### config.mk
export PLATFORM = sky130hd
export DESIGN_NAME = vga_pixel_out
export DESIGN_NICKNAME = d
export VERILOG_FILES = /design/src/rtl/vga_timing_pkg.sv /design/src/rtl/vga_pixel_out_sync_counter.sv /design/src/rtl/vga_pixel_out.sv
export SDC_FILE = /design/constraint.sdc
export NUM_CORES = 1
export LEC_CHECK = 0
export CORE_ASPECT_RATIO = 0.8
export CORE_MARGIN = 4
export CORE_UTILIZATION = 37
export CTS_CLUSTER_DIAMETER = 30
export DETAILED_ROUTE_END_ITERATION = 6
export SLEW_MARGIN = 10
export SYNTH_ARGS = -nofsm -noshare
export SYNTH_HDL_FRONTEND = slang
export SYNTH_SLANG_ARGS = --single-unit
### constraint.sdc
create_clock -name clk -period 6.6 [get_ports clk]
set_input_delay 0.66 -clock clk [delete_from_list [all_inputs] [get_ports clk]]
set_output_delay 0.66 -clock clk [all_outputs]
set_load 0.03 [all_outputs]
### src/rtl/vga_timing_pkg.sv
// rtl/vga_timing_pkg.sv - VGA 640x480@60 timing constants, fade FSM type and colour helpers
package vga_timing_pkg;

    localparam int H_ACTIVE    = 640;
    localparam int H_FP        = 16;
    localparam int H_SYNC      = 96;
    localparam int H_BP        = 48;
    localparam int H_TOTAL     = H_ACTIVE + H_FP + H_SYNC + H_BP;
    localparam int HS_START    = H_ACTIVE + H_FP;
    localparam int HS_END      = HS_START + H_SYNC;

    localparam int V_ACTIVE    = 480;
    localparam int V_FP        = 10;
    localparam int V_SYNC      = 2;
    localparam int V_BP        = 33;
    localparam int V_TOTAL     = V_ACTIVE + V_FP + V_SYNC + V_BP;
    localparam int VS_START    = V_ACTIVE + V_FP;
    localparam int VS_END      = VS_START + V_SYNC;

    localparam int PIPE_DLY    = 2;
    localparam int HOLD_FRAMES = 30;
    localparam int FADE_MAX    = 8;
    localparam int LEVEL_W     = 4;
    localparam int COORD_W     = 11;

    typedef enum logic [1:0] {
        FADE_IDLE,
        FADE_OUT,
        FADE_HOLD,
        FADE_IN
    } fade_state_t;

    typedef struct packed {
        logic [7:0] r;
        logic [7:0] g;
        logic [7:0] b;
    } rgb888_t;

    typedef struct packed {
        logic active;
        logic hs_n;
        logic vs_n;
    } video_ctl_t;

    localparam video_ctl_t CTL_INACTIVE = '{active: 1'b0, hs_n: 1'b1, vs_n: 1'b1};

    // Bit replication keeps full-scale codes at 0xFF and zero at 0x00.
    function automatic rgb888_t expand_rgb332(input logic [7:0] c);
        rgb888_t x;
        x.r = {c[7:5], c[7:5], c[7:6]};
        x.g = {c[4:2], c[4:2], c[4:3]};
        x.b = {c[1:0], c[1:0], c[1:0], c[1:0]};
        return x;
    endfunction

    function automatic logic [7:0] fade_scale(input logic [7:0] c, input logic [LEVEL_W-1:0] level);
        logic [10:0] prod;
        logic [3:0]  gain;
        gain = 4'(FADE_MAX) - level;
        prod = 11'(c) * 11'(gain);
        return prod[10:3];
    endfunction

endpackage

### src/rtl/vga_pixel_out_sync_counter.sv
// rtl/vga_pixel_out_sync_counter.sv - horizontal/vertical counters and raw sync/active timing
module vga_sync_counter
    import vga_timing_pkg::*;
#(
    parameter int H_ACT    = H_ACTIVE,
    parameter int H_FRONT  = H_FP,
    parameter int H_SYNC_W = H_SYNC,
    parameter int H_BACK   = H_BP,
    parameter int V_ACT    = V_ACTIVE,
    parameter int V_FRONT  = V_FP,
    parameter int V_SYNC_W = V_SYNC,
    parameter int V_BACK   = V_BP
) (
    input  logic               clk,
    input  logic               reset,
    output logic [COORD_W-1:0] pixel_x_o,
    output logic [COORD_W-1:0] pixel_y_o,
    output logic               sof_o,
    output logic               active_o,
    output logic               hs_n_o,
    output logic               vs_n_o
);

    localparam int HT  = H_ACT + H_FRONT + H_SYNC_W + H_BACK;
    localparam int VT  = V_ACT + V_FRONT + V_SYNC_W + V_BACK;
    localparam int HSS = H_ACT + H_FRONT;
    localparam int HSE = HSS + H_SYNC_W;
    localparam int VSS = V_ACT + V_FRONT;
    localparam int VSE = VSS + V_SYNC_W;

    logic [COORD_W-1:0] h_q, h_d;
    logic [COORD_W-1:0] v_q, v_d;

    always_comb begin
        h_d = h_q + COORD_W'(1);
        v_d = v_q;
        if (h_q == COORD_W'(HT - 1)) begin
            h_d = '0;
            v_d = (v_q == COORD_W'(VT - 1)) ? '0 : v_q + COORD_W'(1);
        end
    end

    always_ff @(posedge clk or posedge reset) begin
        if (reset) begin
            h_q <= '0;
            v_q <= '0;
        end else begin
            h_q <= h_d;
            v_q <= v_d;
        end
    end

    assign pixel_x_o = h_q;
    assign pixel_y_o = v_q;
    assign sof_o     = (h_q == '0) && (v_q == '0);
    assign active_o  = (h_q < COORD_W'(H_ACT)) && (v_q < COORD_W'(V_ACT));
    assign hs_n_o    = !((h_q >= COORD_W'(HSS)) && (h_q < COORD_W'(HSE)));
    assign vs_n_o    = !((v_q >= COORD_W'(VSS)) && (v_q < COORD_W'(VSE)));

endmodule

### src/rtl/vga_pixel_out.sv
// rtl/vga_pixel_out.sv - VGA output stage: sync alignment, RGB332 expansion and frame-stepped fade
module vga_pixel_out
    import vga_timing_pkg::*;
#(
    parameter int H_ACT       = H_ACTIVE,
    parameter int H_FRONT     = H_FP,
    parameter int H_SYNC_W    = H_SYNC,
    parameter int H_BACK      = H_BP,
    parameter int V_ACT       = V_ACTIVE,
    parameter int V_FRONT     = V_FP,
    parameter int V_SYNC_W    = V_SYNC,
    parameter int V_BACK      = V_BP,
    parameter int PIPE_STAGES = PIPE_DLY,
    parameter int HOLD_N      = HOLD_FRAMES
) (
    input  logic        clk,
    input  logic        reset,
    input  logic [7:0]  RGBIn,
    input  logic        fade_req,
    output logic [10:0] pixelX,
    output logic [10:0] pixelY,
    output logic        startOfFrame,
    output logic [7:0]  red,
    output logic [7:0]  green,
    output logic [7:0]  blue,
    output logic        h_sync,
    output logic        v_sync,
    output logic        blank_n,
    output logic        fade_busy,
    output logic        fade_black
);

    localparam int HOLD_W = $clog2(HOLD_N + 1);

    logic       sof;
    logic       active_raw;
    logic       hs_raw_n;
    logic       vs_raw_n;

    vga_sync_counter #(
        .H_ACT    (H_ACT),
        .H_FRONT  (H_FRONT),
        .H_SYNC_W (H_SYNC_W),
        .H_BACK   (H_BACK),
        .V_ACT    (V_ACT),
        .V_FRONT  (V_FRONT),
        .V_SYNC_W (V_SYNC_W),
        .V_BACK   (V_BACK)
    ) u_sync (
        .clk       (clk),
        .reset     (reset),
        .pixel_x_o (pixelX),
        .pixel_y_o (pixelY),
        .sof_o     (sof),
        .active_o  (active_raw),
        .hs_n_o    (hs_raw_n),
        .vs_n_o    (vs_raw_n)
    );

    assign startOfFrame = sof;

    // Timing rides alongside the drawer+mux pipeline so it meets RGBIn for the same pixel.
    video_ctl_t pipe_q [PIPE_STAGES];

    always_ff @(posedge clk or posedge reset) begin
        if (reset) begin
            for (int i = 0; i < PIPE_STAGES; i++) begin
                pipe_q[i] <= CTL_INACTIVE;
            end
        end else begin
            pipe_q[0] <= '{active: active_raw, hs_n: hs_raw_n, vs_n: vs_raw_n};
            for (int i = 1; i < PIPE_STAGES; i++) begin
                pipe_q[i] <= pipe_q[i-1];
            end
        end
    end

    fade_state_t        state_q;
    logic [LEVEL_W-1:0] level_q;
    logic [HOLD_W-1:0]  hold_q;
    logic               black_q;

    // Level only moves on startOfFrame, which falls in blanking, so no frame is split.
    always_ff @(posedge clk or posedge reset) begin
        if (reset) begin
            state_q <= FADE_IDLE;
            level_q <= '0;
            hold_q  <= '0;
            black_q <= 1'b0;
        end else begin
            black_q <= 1'b0;
            case (state_q)
                FADE_IDLE: begin
                    if (fade_req) begin
                        state_q <= FADE_OUT;
                    end
                end
                FADE_OUT: begin
                    if (sof) begin
                        level_q <= level_q + LEVEL_W'(1);
                        if (level_q == LEVEL_W'(FADE_MAX - 1)) begin
                            state_q <= FADE_HOLD;
                            hold_q  <= HOLD_W'(HOLD_N);
                            black_q <= 1'b1;
                        end
                    end
                end
                FADE_HOLD: begin
                    if (sof) begin
                        hold_q <= hold_q - HOLD_W'(1);
                        if (hold_q == HOLD_W'(1)) begin
                            state_q <= FADE_IN;
                        end
                    end
                end
                FADE_IN: begin
                    if (sof) begin
                        level_q <= level_q - LEVEL_W'(1);
                        if (level_q == LEVEL_W'(1)) begin
                            state_q <= FADE_IDLE;
                        end
                    end
                end
                default: state_q <= FADE_IDLE;
            endcase
        end
    end

    assign fade_busy  = (state_q != FADE_IDLE);
    assign fade_black = black_q;

    rgb888_t    exp_c;
    rgb888_t    colour_d, colour_q;
    video_ctl_t ctl_d, ctl_q;

    always_comb begin
        exp_c    = expand_rgb332(RGBIn);
        ctl_d    = pipe_q[PIPE_STAGES-1];
        colour_d = '0;
        if (ctl_d.active) begin
            colour_d.r = fade_scale(exp_c.r, level_q);
            colour_d.g = fade_scale(exp_c.g, level_q);
            colour_d.b = fade_scale(exp_c.b, level_q);
        end
    end

    always_ff @(posedge clk or posedge reset) begin
        if (reset) begin
            colour_q <= '0;
            ctl_q    <= CTL_INACTIVE;
        end else begin
            colour_q <= colour_d;
            ctl_q    <= ctl_d;
        end
    end

    assign red     = colour_q.r;
    assign green   = colour_q.g;
    assign blue    = colour_q.b;
    assign h_sync  = ctl_q.hs_n;
    assign v_sync  = ctl_q.vs_n;
    assign blank_n = ctl_q.active;

endmodule

==> results of run 1 <==
-- power by group through the flow --
stage	Sequential (mW)	Combinational (mW)	Clock (mW)
floorplan	0.627	0.237	0
global placement	0.495	0.553	0
detailed placement	0.496	0.558	0
CTS	0.490	0.562	0.465
global route	0.498	0.610	0.486
finish	0.489	0.556	0.451
-- per-stage QoR --
| stage | util [%] | cells | area, µm² |
|---|---|---|---|
| 2_1_floorplan | - | 490 | 4890 |
| 3_5_place_dp | 44.1 | 719 | 5690 |
| 5_1_grt | 46.2 | 735 | 5970 |
| 3_3_place_gp | 44.1 | 719 | 5690 |
| 4_1_cts | 46.2 | 735 | 5970 |
| 6_report | 46.2 | 735 | 5970 |
-- worst max-delay path, cell delays in order (launching register included) --
cell      delay (ns)
dfrtp_1         0.67
inv_1           0.16
ha_1            0.24
xnor2_1         0.52
and2_1          0.26
fa_1            0.48
fa_1            0.50
fa_1            0.49
nand2b_1        0.17
a311oi_1        0.39
o21ai_0         0.24
a2111o_1        0.41
o21ai_0         0.08
-- synthesized netlist by cell type, types with 3 or more instances --
| cell | instances | area (µm²) |
|---|---|---|
| and3_1 | 8 | 50.1 |
| nor2_1 | 37 | 139 |
| dfstp_2 | 6 | 158 |
| mux2i_1 | 5 | 50.1 |
| nand4_1 | 8 | 50.1 |
| inv_1 | 46 | 173 |
| or3_1 | 3 | 18.8 |
| ha_1 | 48 | 601 |
| and4_1 | 4 | 35.0 |
| nor2b_1 | 7 | 43.8 |
| a31oi_1 | 3 | 18.8 |
| o21ai_0 | 19 | 95.1 |
| o31ai_1 | 4 | 30.0 |
| and4b_1 | 3 | 30.0 |
| a21o_1 | 4 | 30.0 |
| and2_1 | 26 | 163 |
| xnor2_1 | 24 | 210 |
| nand3b_1 | 4 | 30.0 |
| nand3_1 | 16 | 80.1 |
| nor3_1 | 9 | 45.0 |
| xor2_1 | 14 | 123 |
| a21oi_1 | 13 | 65.1 |
| nand2_1 | 36 | 135 |
| nand2b_1 | 9 | 56.3 |
| fa_1 | 22 | 440 |
| dfrtp_1 | 61 | 1530 |
| clkbuf_1 | 5 | 18.8 |
-- registers in the layout, summed over array words and instances, names as in the netlist --
name              count
h_sync                1
hold_q                5
v_sync                1
state_q               2
red                   8
pipe_q                3
fade_black            1
level_q               4
blue                  8
u_sync.pixel_y_o     11
green                 8
blank_n               1
u_sync.pixel_x_o     11
ctl_d                 3
-- kinds of logic (layout without fill, tap and decap cells) --
family	count (synthesis)	count (layout)	share of synthesized area, %
XOR/XNOR	40	40	7.60
AO/OA/AOI/OAI	63	63	8.62
buffers and inverters	56	126	4.53
multiplexers	6	6	1.25
flip-flops	67	67	34.4
adder cells (fa/ha/maj)	71	71	21.5
AND/OR/NAND/NOR	187	187	22.1
-- area by class of cell --
| type | instances | area, µm² |
|---|---|---|
| clock buffers | 10 | 239 |
| clock inverters | 6 | 40.0 |
| fillers | 1226 | 6940 |
| inverters | 47 | 176 |
| multi-input cells | 367 | 2990 |
| flip-flops and latches | 67 | 1680 |
| well taps | 175 | 219 |
| repair buffers | 63 | 628 |
-- metal layers --
layer / up-vias / share of wire (%) / wire length [µm] / track usage, %
met3: 8 / 3.5 / 358 / 3.90
met5: - / 0 / 0 / 0
met2: 51 / 45 / 4550 / 21.9
li1: 1806 / - / - / -
met4: 0 / 1.3 / 128 / 3.83
met1: 1695 / 51 / 5140 / 20.6
-- how the worst min path moves through the flow --
stage | end | slack, ns | cells after the start
floorplan | ctl_d[2]$_DFF_PP0_ | 0.33 | 0
global placement | ctl_d[2]$_DFF_PP0_ | 0.33 | 0
detailed placement | ctl_d[2]$_DFF_PP0_ | 0.34 | 0
CTS | ctl_d[2]$_DFF_PP0_ | 0.35 | 0
global route | v_sync$_DFF_PP1_ | 0.36 | 0
finish | ctl_d[2]$_DFF_PP0_ | 0.35 | 0
==> run metrics, run 1 <==
layout cells sized above 1=under 10%; DRC viols=0; type of origin of the critical path=flop; unrepaired setup endpoints after global routing=no; CTS Sinks=67; Sw Ratio=a little over a third; critical path class=flop to flop; Min-Delay Startpoint=pipe_q[5]$_DFF_PP0_; CTS-repair resized insts=0; row cnt=37; 1st-iter DRT viols=between 200 and 250; Final Hold Viols=0; Hold WC Path Type=flop to flop; vias per cell=about 4.8; Syn-to-layout area delta=22.1%; Clk network pwr share=a little under a third; WP data required=a little under 7 ns; DP Worst Slack=around 1.9 ns; status=finished, final reports clean; WHS=~0.35 ns; YS warnings=0; cell count of the worst reg-to-reg path=12; Mean Syn Cell Area=between 9 and 10 µm²; CP Capture Type=flop; initial antenna violation count=0; Power Dens Cells=roughly 250 nW/µm²; total die area=between 15000 and 20000 µm²; Core ar.=around 13000 µm²; Arr. time, crit path=around 5.0 ns; Power, Total=between 1 and 1.5 mW; P_int=just under 1 mW; H-Tree Level Count=3; gr usage total=14.5%; worst slew pin tran=0.841 ns; Die Span Y=approximately 110 µm; Post-Syn Area=approximately 4900 µm²; total CTS buffers=9; Starting Density=37.9%; final setup violation count=0; largest net degree at the start of global routing=68; CP Launch Point=level_q[0]$_DFFE_PP0P_; Net Switching=0.523 mW; Reg power frac=about a third; Max-Cap Viols=0; clk_skew=about 0.0077 ns; fin nets=636; GP Congestion=about 0.86; Slew Limit Fails=0; ratio of final minimum period to clock period=between 70% and 80%; Yosys reg bits=67; R2R Setup Slk=about 1.9 ns; Detail Route Antenna Nets=0; clock tree buffer depth=2; ANT cells=0; Post-Synthesis Cells=approximately 500; global-route wire length before repair=17700 µm; most frequent cells in the layout=clkdlybuf4s50_1 (62), dfrtp_1 (61), ha_1 (48), inv_1 (45), nor2_1 (37); PortBufs=62; CP max FO=16; headroom to the max-slew limit=44.0%; hold_buf cts=0; Worst-Skew Late Latency=0.34 ns; combinational share of power=a little under two fifths; reg2reg start=level_q[0]$_DFFE_PP0P_; Die Wd=roughly 140 µm; most common cell after layout, fill and taps aside=clkdlybuf4s50_1; Post-synth ARST share=between 90% and 100%; Achievable Freq=0.212 GHz; remaining global-route overflow=0; Setup TNS=0 ns; synthesized net count=about 570; Distinct cells, synth=between 60 and 70; CTS tree=yes; final WL=just over 10000 µm; Via Count=around 3600; maximum vdd drop=a little over 0.2 mV; Main synth FF type=dfrtp_1; Clock Tree Root=clkbuf_16; clock slew at reported path FFs=~0.06 ns; DP Wirelength=~7900 µm; Worst R2R End=green[7]$_DFF_PP0_; DRT Pass-1 Iters=4; DR WL/cell=~14 µm; # IOs=63; number of synthesized flops with an enable pin=0; Critical Path Sink=green[7]$_DFF_PP0_; fin worst setup slack=approximately 1.9 ns; sequential-to-total area share from yosys stat=about a third; vias in the first global route=~3600; Leak=2.68 nW; post-CTS repair timing setup buffer count=0; Tmin final=roughly 4.7 ns
Note: power is estimated with default switching activity, not from simulation.
==> run 2, diff against run 1 <==
- clock period: 6.6 -> 4 ns (I/O delays scaled with it)
==> run 2 against run 1 <==
Clock power increased by 94%. Sequential share of layout area down 1.1 points. Non-clock buffer count grew 15. Total power increased by 77%. Worst setup slack lost 1.7 ns. Die area did not move. Fmax rose by 23%. Critical endpoint is now blue[7]$_DFF_PP0_. Largest power group unchanged.
==> run metrics, run 2 (synthesized netlist as in run 1, its figures left out) <==
status=finished, final reports clean; clk_skew=0.00797 ns (+0.000279 ns); Arr. time, crit path=4.07 ns (-0.90 ns); most used cell along the critical path=inv_1; most common cell after layout, fill and taps aside=clkdlybuf4s50_1; DP Worst Slack=-0.110 ns (-1.97 ns); cell count of the worst reg-to-reg path=14 (+2); global-route wire length before repair=18200 µm (+2.8%); GP Congestion=0.893 (+4.4%); Die Span Y=111 µm (unchanged); Worst-Skew Late Latency=0.33 ns (about the same); DRC viols=0 (unchanged); Leak=2.80 nW (+4.2%); row cnt=37 (unchanged); fin worst setup slack=0.161 ns (-1.72 ns); vias in the first global route=3617 (+1.5%); Clock Tree Root=clkbuf_16; Min-Delay Startpoint=pipe_q[4]$_DFF_PP1_; Die Wd=137 µm (unchanged); critical path's slowest cell=fa_1; most frequent cells in the layout=clkdlybuf4s50_1 (62), dfrtp_1 (59), ha_1 (47), inv_1 (45), nor2_1 (37); Hold WC Path Type=flop to flop; headroom to the max-slew limit=47.9% (+3.9 points); CTS tree=yes; ratio of final minimum period to clock period=96.0% (+24 points); DR WL/cell=14.4 µm (+4.3%); DP Wirelength=8270 µm (+5.3%); ANT cells=0 (unchanged); clock slew at reported path FFs=0.06 ns (about the same); WP buf/inv=3 (+2); R2R Setup Slk=0.16 ns (-1.72 ns); initial antenna violation count=0 (unchanged); placed inst area=5770 µm² (+1.4%); Via Count=3670 (+3.1%); WHS Path Cells=0 (unchanged); reg2reg start=level_q[1]$_DFFE_PP0P_; Slew Limit Fails=0 (unchanged); largest net degree at the start of global routing=38 (-44%); 1st-iter DRT viols=182 (-11%); DRT Pass-1 Iters=4 (unchanged); Worst path top cell family by delay=adder cells; remaining global-route overflow=0 (unchanged); fin nets=651 (+2.4%); gr usage total=15.0% (+0.42 points); CP Capture Type=flop; Worst R2R End=blue[7]$_DFF_PP0_; WP data required=4.23 ns (-2.62 ns); PortBufs=62 (unchanged); Detail Route Antenna Nets=0 (unchanged); Power, Total=2.65 mW (+77%); Finished Layout Cells=750 (+2.0%); Power Dens Cells=426 nW/µm² (+70%); Tmin final=3.84 ns (-0.883 ns); critical path class=flop to flop; Core ar.=12900 µm² (unchanged); final setup violation count=0 (unchanged); Syn-to-layout area delta=27.2%; maximum vdd drop=0.395 mV (+92%); Max-Cap Viols=0 (unchanged); CP max FO=8 (-8); H-Tree Level Count=3 (unchanged); critical path, cell by cell=inv_1, ha_2, xnor2_4, and2_4, inv_1, fa_1, inv_1, fa_1, ha_1, a2111oi_4, o31ai_1, o211ai_1, xnor3_1, and2_1; post-route cell area=6220 µm² (+4.2%); Final Hold Viols=0 (unchanged); Achievable Freq=0.261 GHz (+23%); placed cell count=728 (+1.3%); type of origin of the critical path=flop; cell count along the critical path=14 (+2); clock tree buffer depth=2 (unchanged); # IOs=63 (unchanged); final WL=10800 µm (+6.4%); post-layout util=48.2% (+1.9 points); Hold EP=ctl_d[1]$_DFF_PP1_; worst slew pin tran=0.781 ns (-0.0599 ns); CTS Sinks=67 (unchanged); Fill cells=1188 (-3.1%); Max stage delay on crit path=0.50 ns (-0.17 ns); total die area=15100 µm² (unchanged); Starting Density=37.9% (unchanged); CP Launch Point=level_q[1]$_DFFE_PP0P_; layout cells sized above 1=12.5% (+5.6 points); vias per cell=4.89 (+1.0%); total CTS buffers=9 (unchanged)
## run 2: worst max-delay path by stage
stage	to	slack [ns]
after CTS	green[7]$_DFF_PP0_	0.007
after floorplan	blue[7]$_DFF_PP0_	0.01
after global routing	red[7]$_DFF_PP0_	-0.02
after global placement	green[7]$_DFF_PP0_	0.07
final	blue[7]$_DFF_PP0_	0.16
after detailed placement	green[7]$_DFF_PP0_	-0.11
## run 2: layout make-up
class | instances | area [µm²] | area share, %
Clock inverter | 7 | 100 | 1.61
Tap cell | 175 | 219 | 3.52
Sequential cell | 67 | 1690 | 27.1
Timing Repair Buffer | 78 | 741 | 11.9
Clock buffer | 9 | 225 | 3.62
Inverter | 47 | 176 | 2.83
Multi-Input combinational cell | 367 | 3080 | 49.4
## run 2: power by group
part,switching [mW],total (mW),internal (mW),leakage (nW)
sequential,0.0293,0.809,0.780,0.821
combinational,0.543,0.963,0.420,1.82
clock,0.326,0.876,0.550,0.160
## run 2: metal layers
| metal | routed length [µm] | share of wire [%] | GRT usage, % | vias up |
|---|---|---|---|---|
| met4 | 193 | 1.8 | 4.23 | 0 |
| met1 | 5220 | 48 | 20.8 | 1760 |
| li1 | - | - | - | 1827 |
| met2 | 5020 | 46 | 23.3 | 63 |
| met5 | 0 | 0 | 0 | - |
| met3 | 393 | 3.6 | 3.27 | 20 |
## run 2: stage by stage
| step | hold WS (ns) | TNS [ns] |
|---|---|---|
| 6_report | 0.351 | 0 |
| 5_1_grt | 0.359 | -0.0207 |
| 4_1_cts | 0.353 | 0 |
| 3_5_place_dp | 0.340 | -0.243 |
| 3_3_place_gp | 0.339 | 0 |
| 2_1_floorplan | 0.331 | 0 |
## run 2: repair_timing
item	4_1_cts	5_1_grt
pin swaps	0	8
endpoints found under the setup margin	4	9
hold buffers	0	0
setup buffers	0	6
cloned	0	0
resized for setup	2	18
endpoints found under the hold margin	0	0
